**src/rtl/slant_arb_pkg.sv**
```systemverilog
// slant_arb_pkg
//   Shared types for the slant Y/C memory read arbiter.
//   arb_state_t : arbitration FSM states
//   owner_tag_t : {valid,is_tx} tag carried alongside an issued read
//   STAT_W      : width of the optional grant statistics counters
//   sat_inc     : saturating increment used by the statistics counters
package slant_arb_pkg;

  typedef enum logic {
    ARB_HDMI     = 1'b0,
    ARB_TX_FORCE = 1'b1
  } arb_state_t;

  typedef struct packed {
    logic valid;
    logic is_tx;
  } owner_tag_t;

  localparam int STAT_W = 16;

  function automatic logic [STAT_W-1:0] sat_inc(input logic [STAT_W-1:0] v,
                                                input logic              en);
    if (en && (v != {STAT_W{1'b1}})) begin
      return v + 1'b1;
    end
    return v;
  endfunction

endpackage

```
**src/rtl/slant_arb_retpipe.sv**
```systemverilog
// slant_arb_retpipe
//   RD_LAT-deep shift register for read owner tags, so the tag emerges at
//   the tail in the same cycle the memory returns the matching word.
//   Ports:
//     i_clk   clock
//     i_rst_n async active-low clear (drops every in-flight tag)
//     i_tag   tag of the read issued this cycle
//     o_tag   tag of the read whose data is on the memory bus this cycle
module slant_arb_retpipe
  import slant_arb_pkg::*;
#(
  parameter int RD_LAT = 1
) (
  input  logic       i_clk,
  input  logic       i_rst_n,
  input  owner_tag_t i_tag,
  output owner_tag_t o_tag
);

  genvar gi;
  generate
    for (gi = 0; gi < RD_LAT; gi++) begin : g_stage
      owner_tag_t r_q;
      if (gi == 0) begin : g_head
        always_ff @(posedge i_clk or negedge i_rst_n) begin
          if (!i_rst_n) r_q <= '0;
          else          r_q <= i_tag;
        end
      end else begin : g_body
        always_ff @(posedge i_clk or negedge i_rst_n) begin
          if (!i_rst_n) r_q <= '0;
          else          r_q <= g_stage[gi-1].r_q;
        end
      end
    end
  endgenerate

  assign o_tag = g_stage[RD_LAT-1].r_q;

endmodule

```
**src/rtl/slant_rd_arbiter.sv**
```systemverilog
// slant_rd_arbiter
//   Shares the single read port of the 4-bank slant Y/C memory between the
//   HDMI scan-out reader (priority) and the radio transmit reader, which is
//   guaranteed a slot after STARVE_MAX consecutive lost cycles. Each issued
//   read is tagged and the returned word is routed to its requester.
//   Ports:
//     Cclk, rstn                       clock, async active-low reset
//     mem_block                        write side owns the port; no grant
//     hdmi_req/addr -> hdmi_gnt        HDMI request / accept
//     hdmi_rvalid, hdmi_rdata          HDMI return
//     tx_req/addr   -> tx_gnt          transmit request / accept
//     tx_rvalid, tx_rdata              transmit return
//     mem_re, mem_addr, mem_rdata      memory read port
//   Optional build macro ARB_STATS_EN adds stat_clr, stat_hdmi, stat_tx,
//   stat_force (saturating grant counters).
module slant_rd_arbiter
  import slant_arb_pkg::*;
#(
  parameter int ADDR_W     = 17,
  parameter int DATA_W     = 20,
  parameter int RD_LAT     = 1,
  parameter int STARVE_MAX = 8
) (
  input  logic              Cclk,
  input  logic              rstn,
  input  logic              mem_block,
  input  logic              hdmi_req,
  input  logic [ADDR_W-1:0] hdmi_addr,
  output logic              hdmi_gnt,
  output logic              hdmi_rvalid,
  output logic [DATA_W-1:0] hdmi_rdata,
  input  logic              tx_req,
  input  logic [ADDR_W-1:0] tx_addr,
  output logic              tx_gnt,
  output logic              tx_rvalid,
  output logic [DATA_W-1:0] tx_rdata,
  output logic              mem_re,
  output logic [ADDR_W-1:0] mem_addr,
  input  logic [DATA_W-1:0] mem_rdata
`ifdef ARB_STATS_EN
  ,
  input  logic              stat_clr,
  output logic [STAT_W-1:0] stat_hdmi,
  output logic [STAT_W-1:0] stat_tx,
  output logic [STAT_W-1:0] stat_force
`endif
);

  localparam logic [7:0] LP_MAX = 8'(STARVE_MAX);

  arb_state_t        r_state;
  arb_state_t        w_state_next;
  logic [7:0]        r_starve_cnt;
  logic [7:0]        w_starve_next;
  logic              w_hdmi_gnt;
  logic              w_tx_gnt;
  owner_tag_t        w_tag;
  owner_tag_t        w_tail;
  logic [DATA_W-1:0] r_hdmi_hold;
  logic [DATA_W-1:0] r_tx_hold;

  always_ff @(posedge Cclk or negedge rstn) begin
    if (!rstn) begin
      r_state      <= ARB_HDMI;
      r_starve_cnt <= '0;
    end else begin
      r_state      <= w_state_next;
      r_starve_cnt <= w_starve_next;
    end
  end

  always_comb begin
    w_hdmi_gnt    = 1'b0;
    w_tx_gnt      = 1'b0;
    w_state_next  = r_state;
    w_starve_next = r_starve_cnt;
    case (r_state)
      ARB_HDMI: begin
        if (!mem_block) begin
          if (hdmi_req)    w_hdmi_gnt = 1'b1;
          else if (tx_req) w_tx_gnt   = 1'b1;
          if (w_tx_gnt)
            w_starve_next = '0;
          else if (tx_req && (r_starve_cnt != LP_MAX))
            w_starve_next = r_starve_cnt + 8'd1;
        end
        // Switch on the cycle the count reaches the limit so the forced slot
        // follows exactly STARVE_MAX lost cycles.
        if (w_starve_next == LP_MAX) w_state_next = ARB_TX_FORCE;
      end
      ARB_TX_FORCE: begin
        // A blocked port freezes the force; otherwise leave after one cycle
        // whether or not TX still wants the slot.
        if (!mem_block) begin
          w_tx_gnt      = tx_req;
          w_state_next  = ARB_HDMI;
          w_starve_next = '0;
        end
      end
      default: begin
        w_state_next  = ARB_HDMI;
        w_starve_next = '0;
      end
    endcase
  end

  assign hdmi_gnt = w_hdmi_gnt;
  assign tx_gnt   = w_tx_gnt;
  assign mem_re   = w_hdmi_gnt | w_tx_gnt;
  assign mem_addr = w_tx_gnt ? tx_addr : hdmi_addr;

  assign w_tag.valid = w_hdmi_gnt | w_tx_gnt;
  assign w_tag.is_tx = w_tx_gnt;

  slant_arb_retpipe #(
    .RD_LAT (RD_LAT)
  ) u_retpipe (
    .i_clk   (Cclk),
    .i_rst_n (rstn),
    .i_tag   (w_tag),
    .o_tag   (w_tail)
  );

  assign hdmi_rvalid = w_tail.valid & ~w_tail.is_tx;
  assign tx_rvalid   = w_tail.valid &  w_tail.is_tx;

  // Pass the bus word through on the owner's return cycle; the hold
  // registers keep each side's last word between returns.
  always_ff @(posedge Cclk or negedge rstn) begin
    if (!rstn) begin
      r_hdmi_hold <= '0;
      r_tx_hold   <= '0;
    end else begin
      if (hdmi_rvalid) r_hdmi_hold <= mem_rdata;
      if (tx_rvalid)   r_tx_hold   <= mem_rdata;
    end
  end

  assign hdmi_rdata = hdmi_rvalid ? mem_rdata : r_hdmi_hold;
  assign tx_rdata   = tx_rvalid   ? mem_rdata : r_tx_hold;

`ifdef ARB_STATS_EN
  logic [STAT_W-1:0] r_stat_hdmi;
  logic [STAT_W-1:0] r_stat_tx;
  logic [STAT_W-1:0] r_stat_force;

  always_ff @(posedge Cclk or negedge rstn) begin
    if (!rstn) begin
      r_stat_hdmi  <= '0;
      r_stat_tx    <= '0;
      r_stat_force <= '0;
    end else if (stat_clr) begin
      r_stat_hdmi  <= '0;
      r_stat_tx    <= '0;
      r_stat_force <= '0;
    end else begin
      r_stat_hdmi  <= sat_inc(r_stat_hdmi, w_hdmi_gnt);
      r_stat_tx    <= sat_inc(r_stat_tx, w_tx_gnt);
      r_stat_force <= sat_inc(r_stat_force, w_tx_gnt && (r_state == ARB_TX_FORCE));
    end
  end

  assign stat_hdmi  = r_stat_hdmi;
  assign stat_tx    = r_stat_tx;
  assign stat_force = r_stat_force;
`endif

endmodule

```
**config.mk**
```make
export PLATFORM = sky130hd
export DESIGN_NAME = slant_rd_arbiter
export DESIGN_NICKNAME = d
export VERILOG_FILES = /design/src/rtl/slant_arb_pkg.sv /design/src/rtl/slant_arb_retpipe.sv /design/src/rtl/slant_rd_arbiter.sv
export SDC_FILE = /design/constraint.sdc
export NUM_CORES = 1
export LEC_CHECK = 0
export ABC_AREA = 1
export BUFFER_PORTS_ARGS = -buffer_cell sky130_fd_sc_hd__buf_4
export CELL_PAD_IN_SITES_DETAIL_PLACEMENT = 0
export CELL_PAD_IN_SITES_GLOBAL_PLACEMENT = 1
export CORE_MARGIN = 2
export CORE_UTILIZATION = 28
export CTS_BUF_LIST = sky130_fd_sc_hd__clkbuf_4 sky130_fd_sc_hd__clkbuf_8 sky130_fd_sc_hd__clkbuf_16
export CTS_CLUSTER_DIAMETER = 200
export CTS_CLUSTER_SIZE = 12
export DETAILED_ROUTE_END_ITERATION = 12
export GPL_ROUTABILITY_DRIVEN = 0
export GPL_TIMING_DRIVEN = 0
export PLACE_DENSITY_LB_ADDON = 0.1
export SETUP_SLACK_MARGIN = 0.1
export SLEW_MARGIN = 20
export SYNTH_ARGS = -nofsm -noshare
export SYNTH_HDL_FRONTEND = slang
export SYNTH_SLANG_ARGS = --single-unit
```
**constraint.sdc**
```tcl
create_clock -name Cclk -period 1.4 [get_ports Cclk]
set_input_delay 0.07 -clock Cclk [delete_from_list [all_inputs] [get_ports Cclk]]
set_output_delay 0.07 -clock Cclk [all_outputs]
set_load 0.01 [all_outputs]
```
# == Yosys cells after proc, flatten, opt, wreduce, memory -nomap -nowiden ==
# Cells that the tools add are included.
# classes
addsub,1
n_eq_ne,3
muxes,22
bitwise_logic,5
n_reduce_logical,1
# op_table
cell,count
two-way mux 20 bit,2
two-way mux 8 bit,5
two-way mux 17 bit,1
case mux 8 bit (2 select lines),1
two-way mux 1 bit,11
"adder 8 x 1 -> 8 bit, second input constant",1
"== test 8 x 4 -> 1 bit, second input constant",1
"inequality test 8 x 4 -> 1 bit, second input constant",1
case mux 1 bit (2 select lines),2
bitwise AND 1 bit,2
"inequality test 2 bit, second input constant",1
NOT 1 bit,2
logical AND 1 bit,1
bitwise OR 1 bit,1
# word_totals
register_bits,51
output_inout_bits,62
elab_cells,38

# == Logic depth before layout (Yosys ltp) ==
# depth
depth_word,10
mapped_depth,13

# == Modules after synthesis ==
# From an unflattened synthesis, not the netlist that was laid out.
# unflattened
cells_unflattened,319
hier_area_um2,2463.6
# by_module_without_submodules
module,n_inst,cells_each,area_each_um2,seq_area_each_um2
slant_rd_arbiter,1,317,2413.6,1226.2
slant_arb_retpipe,1,2,50.0,50.0

# == Least setup slack after synthesis ==
# No wires, ideal clock.
# synth_path
path_kind,register -> register
start,reg r_starve_cnt[0]
end,reg r_state
setup_time_ns,0.128
arrival_time_ns,1.290
t_required_ns,1.272
setup_slack_ns,-0.018
path_stages_with_launch,14
cell_sequence,dfrtp_1 inv_1 ha_1 nand2_1 nor2_2 nand2_4 nand3_1 nand2_1 inv_1 nand2_1 nand2_1 inv_1 nand2_1 o21ai_2
# synth_via
elab_chain_cells,9
# synth_lines
item,line,text
from (decl),slant_rd_arbiter.sv:53,logic [7:0] r_starve_cnt;
from (signal assigned),slant_rd_arbiter.sv:68,r_starve_cnt <= w_starve_next;
"parallel branches: the longest is 4 deep, another holds adder 8 x 1 -> 8 bit",-,
two-way mux 8 bit *,slant_rd_arbiter.sv:79,if (!mem_block) begin
two-way mux 8 bit *,slant_rd_arbiter.sv:77,case (r_state)
== test 8 x 4 -> 1 bit *,slant_rd_arbiter.sv:89,if (w_starve_next == LP_MAX) w_state_next = ARB_TX_FORCE;
two-way mux 1 bit *,slant_rd_arbiter.sv:89,
case mux 1 bit (2 select lines) *,slant_rd_arbiter.sv:77,
via w_state_next,slant_rd_arbiter.sv:52,arb_state_t w_state_next;
to (signal assigned),slant_rd_arbiter.sv:67,r_state <= w_state_next;
to (decl),slant_rd_arbiter.sv:51,arb_state_t r_state;
# Mark *: on every way through the listed nets, which the timed path passes. The select of a mux whose other input is x is not followed.
# A chain may end at the register's enable or synchronous reset.

# == Worst setup path in the final report ==
# layout_path
start,reg r_starve_cnt[1]
end,reg r_state
# The elaborated chain is that of the path after synthesis.

==> results.json <==
{
  "use_met2_pct": 26.7,
  "crit_arrival_ns": 1.77,
  "hold_viol_final": 0,
  "die_h_um": 97.8,
  "leakage_uw": 0.00238,
  "dieArea_um2": 9570,
  "dp_hpwl_um": 5260,
  "antenna_found_initial": 0,
  "portBuffers": 120,
  "grt_max_degree": 52,
  "setup_ws_ns": -0.138,
  "critPathKind": "reg2reg",
  "syn-cell-area_um2": 2460,
  "avgViaCountPerCell": 4.63,
  "core-area_um2": 8640,
  "grt_pass1_vias": 2628,
  "synth.distinct_cells": 23,
  "worstSkewPairLatency_ns": 0.30,
  "synth_nets": 380,
  "final.fill_count": 806,
  "ir_drop_mv": 0.497,
  "critical-path-top-delay-family": "simple AND/OR/NAND/NOR gates",
  "grtUsageTotal_pct": 16.3,
  "cp-start-kind": "register",
  "placed_cell_area_um2": 3530,
  "dp.cells": 547,
  "path_buf_inv": 1,
  "syn2layout_area_growth_pct": 98.9,
  "yosysWarningCount": 0,
  "fmax_ghz": 0.650,
  "wire_per_inst_um": 14.0,
  "crit_path_max_fanout": 3,
  "period_share_pct": 110,
  "path_common_cell": "nand2_1",
  "final_cell_area_um2": 4900,
  "num_rows": 34,
  "overflow": 0,
  "busiest_layer": "met2",
  "synth.avg_cell_area_um2": 7.73,
  "critPathLaunch": "r_starve_cnt[1]$_DFFE_PN0P_",
  "htree_levels": 2,
  "rsz0062_at_grt": "yes",
  "drtPass1Iterations": 4,
  "drc": 0,
  "multiInputGateArea_um2": 1740,
  "r2r-start": "r_starve_cnt[1]$_DFFE_PN0P_",
  "drtAntennaViolNets": 0,
  "hold_path_class": "in2reg",
  "finalCriticalPeriod_ns": 1.54,
  "final_nets": 534,
  "routed-via-count": 2696,
  "powerDensity_nw_per_um2": 1330,
  "tightest_slew_ns": 0.685,
  "drv_slew": 0,
  "clk_pin_slew_ns": 0.10,
  "initial_core_util_pct": 28.5,
  "final_common_cell": "buf_4",
  "seq_area_um2": 1280,
  "fin_skew_ns": 0.00820,
  "critPathCaptureType": "register",
  "dr.first_iter.drc_count": 69,
  "ys_seq_area_share_pct": 51.8,
  "use_met1_pct": 22.4,
  "netlist_instances": 319,
  "diodes": 0,
  "cts_made_buffers": 5,
  "drt-total-wl_um": 8170,
  "slowest_delay_ns": 0.42,
  "ys_ff_latch": 51,
  "violations": "setup timing",
  "clockBufferDepth": 2,
  "slew_headroom_pct": 54.3,
  "drive_above_1_share_pct": 67.1,
  "final-setup-viol-count": 59,
  "final_cell_mix": "101 x buf_4, 52 x nand2_2, 49 x dfrtp_1, 46 x nand2_1, 44 x buf_6",
  "gr-usage-met3_pct": 3.22,
  "cts-root-buf": "clkbuf_8",
  "die_x_um": 97.8,
  "layout.cells.non_filler": 582,
  "status": "finished, violations left",
  "crit_path_top_delay_cell": "dfrtp_1",
  "clock_sinks": 51,
  "fin_util_pct": 56.8,
  "grt_pass1_wl_um": 13000,
  "total_power_uw": 6500,
  "drv_cap": 0,
  "cp_cell_sequence": "inv_2 > ha_4 > nand3_2 > o21ai_2 > nand2_1 > nand3_2 > nand2_1 > nor2_1 > nand2_1 > o21ai_2",
  "hp-start": "mem_rdata[0]",
  "cts_tree": "done",
  "top_level_ports": 121,
  "timing.hold.ws_ns": 0.0708,
  "cp.required_ns": 1.63
}
## cell type report
| cell class | count | area share (%) |
|---|---|---|
| flip-flops and latches | 51 | 26.1 |
| clock inverters | 2 | 0.332 |
| clock buffers | 6 | 1.68 |
| well taps | 108 | 2.76 |
| plain buffers | 11 | 3.65 |
| inverters | 44 | 3.57 |
| repair buffers | 146 | 26.4 |
| multi-input cells | 214 | 35.5 |
## worst reg2reg max path, stage by stage (launching register included)
cell and delay [ns]:
dfrtp_1 0.42, inv_2 0.09, ha_4 0.14, nand3_2 0.07
o21ai_2 0.19, nand2_1 0.09, nand3_2 0.07, nand2_1 0.06
nor2_1 0.15, nand2_1 0.09, o21ai_2 0.10
## registers in the layout (all words and copies together), names as in the netlist
register / cells
r_state: 1
r_tx_hold: 20
u_retpipe.o_tag: 2
r_hdmi_hold: 20
r_starve_cnt: 8
## final timing paths
check | end | slack (ns) | depth (start not counted)
worst max-delay path | r_state$_DFF_PN0_ | -0.14 | 10
max in group asynchronous | r_starve_cnt[2]$_DFFE_PN0P_ | 0.57 | 2
worst max register to register | r_state$_DFF_PN0_ | -0.14 | 10
worst min-delay path | r_hdmi_hold[0]$_DFF_PN0_ | 0.07 | 3
min in group asynchronous | r_tx_hold[7]$_DFF_PN0_ | 0.33 | 2
worst min register to register | r_tx_hold[1]$_DFF_PN0_ | 0.48 | 2
## Yosys cell counts, drive strengths merged
| cell | instances | area [µm²] |
|---|---|---|
| buf | 3 | 23.8 |
| clkbuf | 8 | 30.0 |
| dfrtp | 51 | 1280 |
| ha | 2 | 25.0 |
| inv | 44 | 168 |
| nand2 | 120 | 460 |
| nand3 | 15 | 80.1 |
| nand4 | 4 | 25.0 |
| nor2 | 17 | 88.8 |
| nor3 | 2 | 10.0 |
| o21ai | 46 | 234 |
| o22ai | 7 | 43.8 |
## stage by stage
step                worst slack (ns)  TNS [ns]
floorplan                     0.0279         0
global placement              -0.272     -1.69
detailed placement            -0.293     -2.46
CTS                           -0.117     -3.39
global route                  -0.229     -9.71
finish                        -0.138     -4.59
## metal layers
layer	vias up	wire, µm
met5	-	0
met4	0	84
met3	6	417
met2	77	4210
met1	1303	3460
li1	1310	-
## report_power, final
| part | total, µW | internal (µW) | switching [µW] |
|---|---|---|---|
| Sequential | 2150 | 1890 | 265 |
| Clock | 915 | 405 | 510 |
| Combinational | 3430 | 1770 | 1650 |
## repair_timing
action,CTS,global route
pin swaps,27,24
gates cloned,3,4
setup endpoints to repair,93,70
hold buffers,1,0
endpoints found under the hold margin,51,0
setup buffers,10,9
gates resized for setup,152,149
## logic make-up (layout without fill, tap and decap cells)
family / count (synthesis) / in the layout / synth area share (%)
compound gates: 53 / 53 / 11.3
simple gates: 158 / 159 / 27.0
flops: 51 / 51 / 51.8
fa+ha+maj: 2 / 2 / 1.02
buf+inv: 55 / 209 / 8.98
No activity file was read; power rests on OpenSTA's default activity.
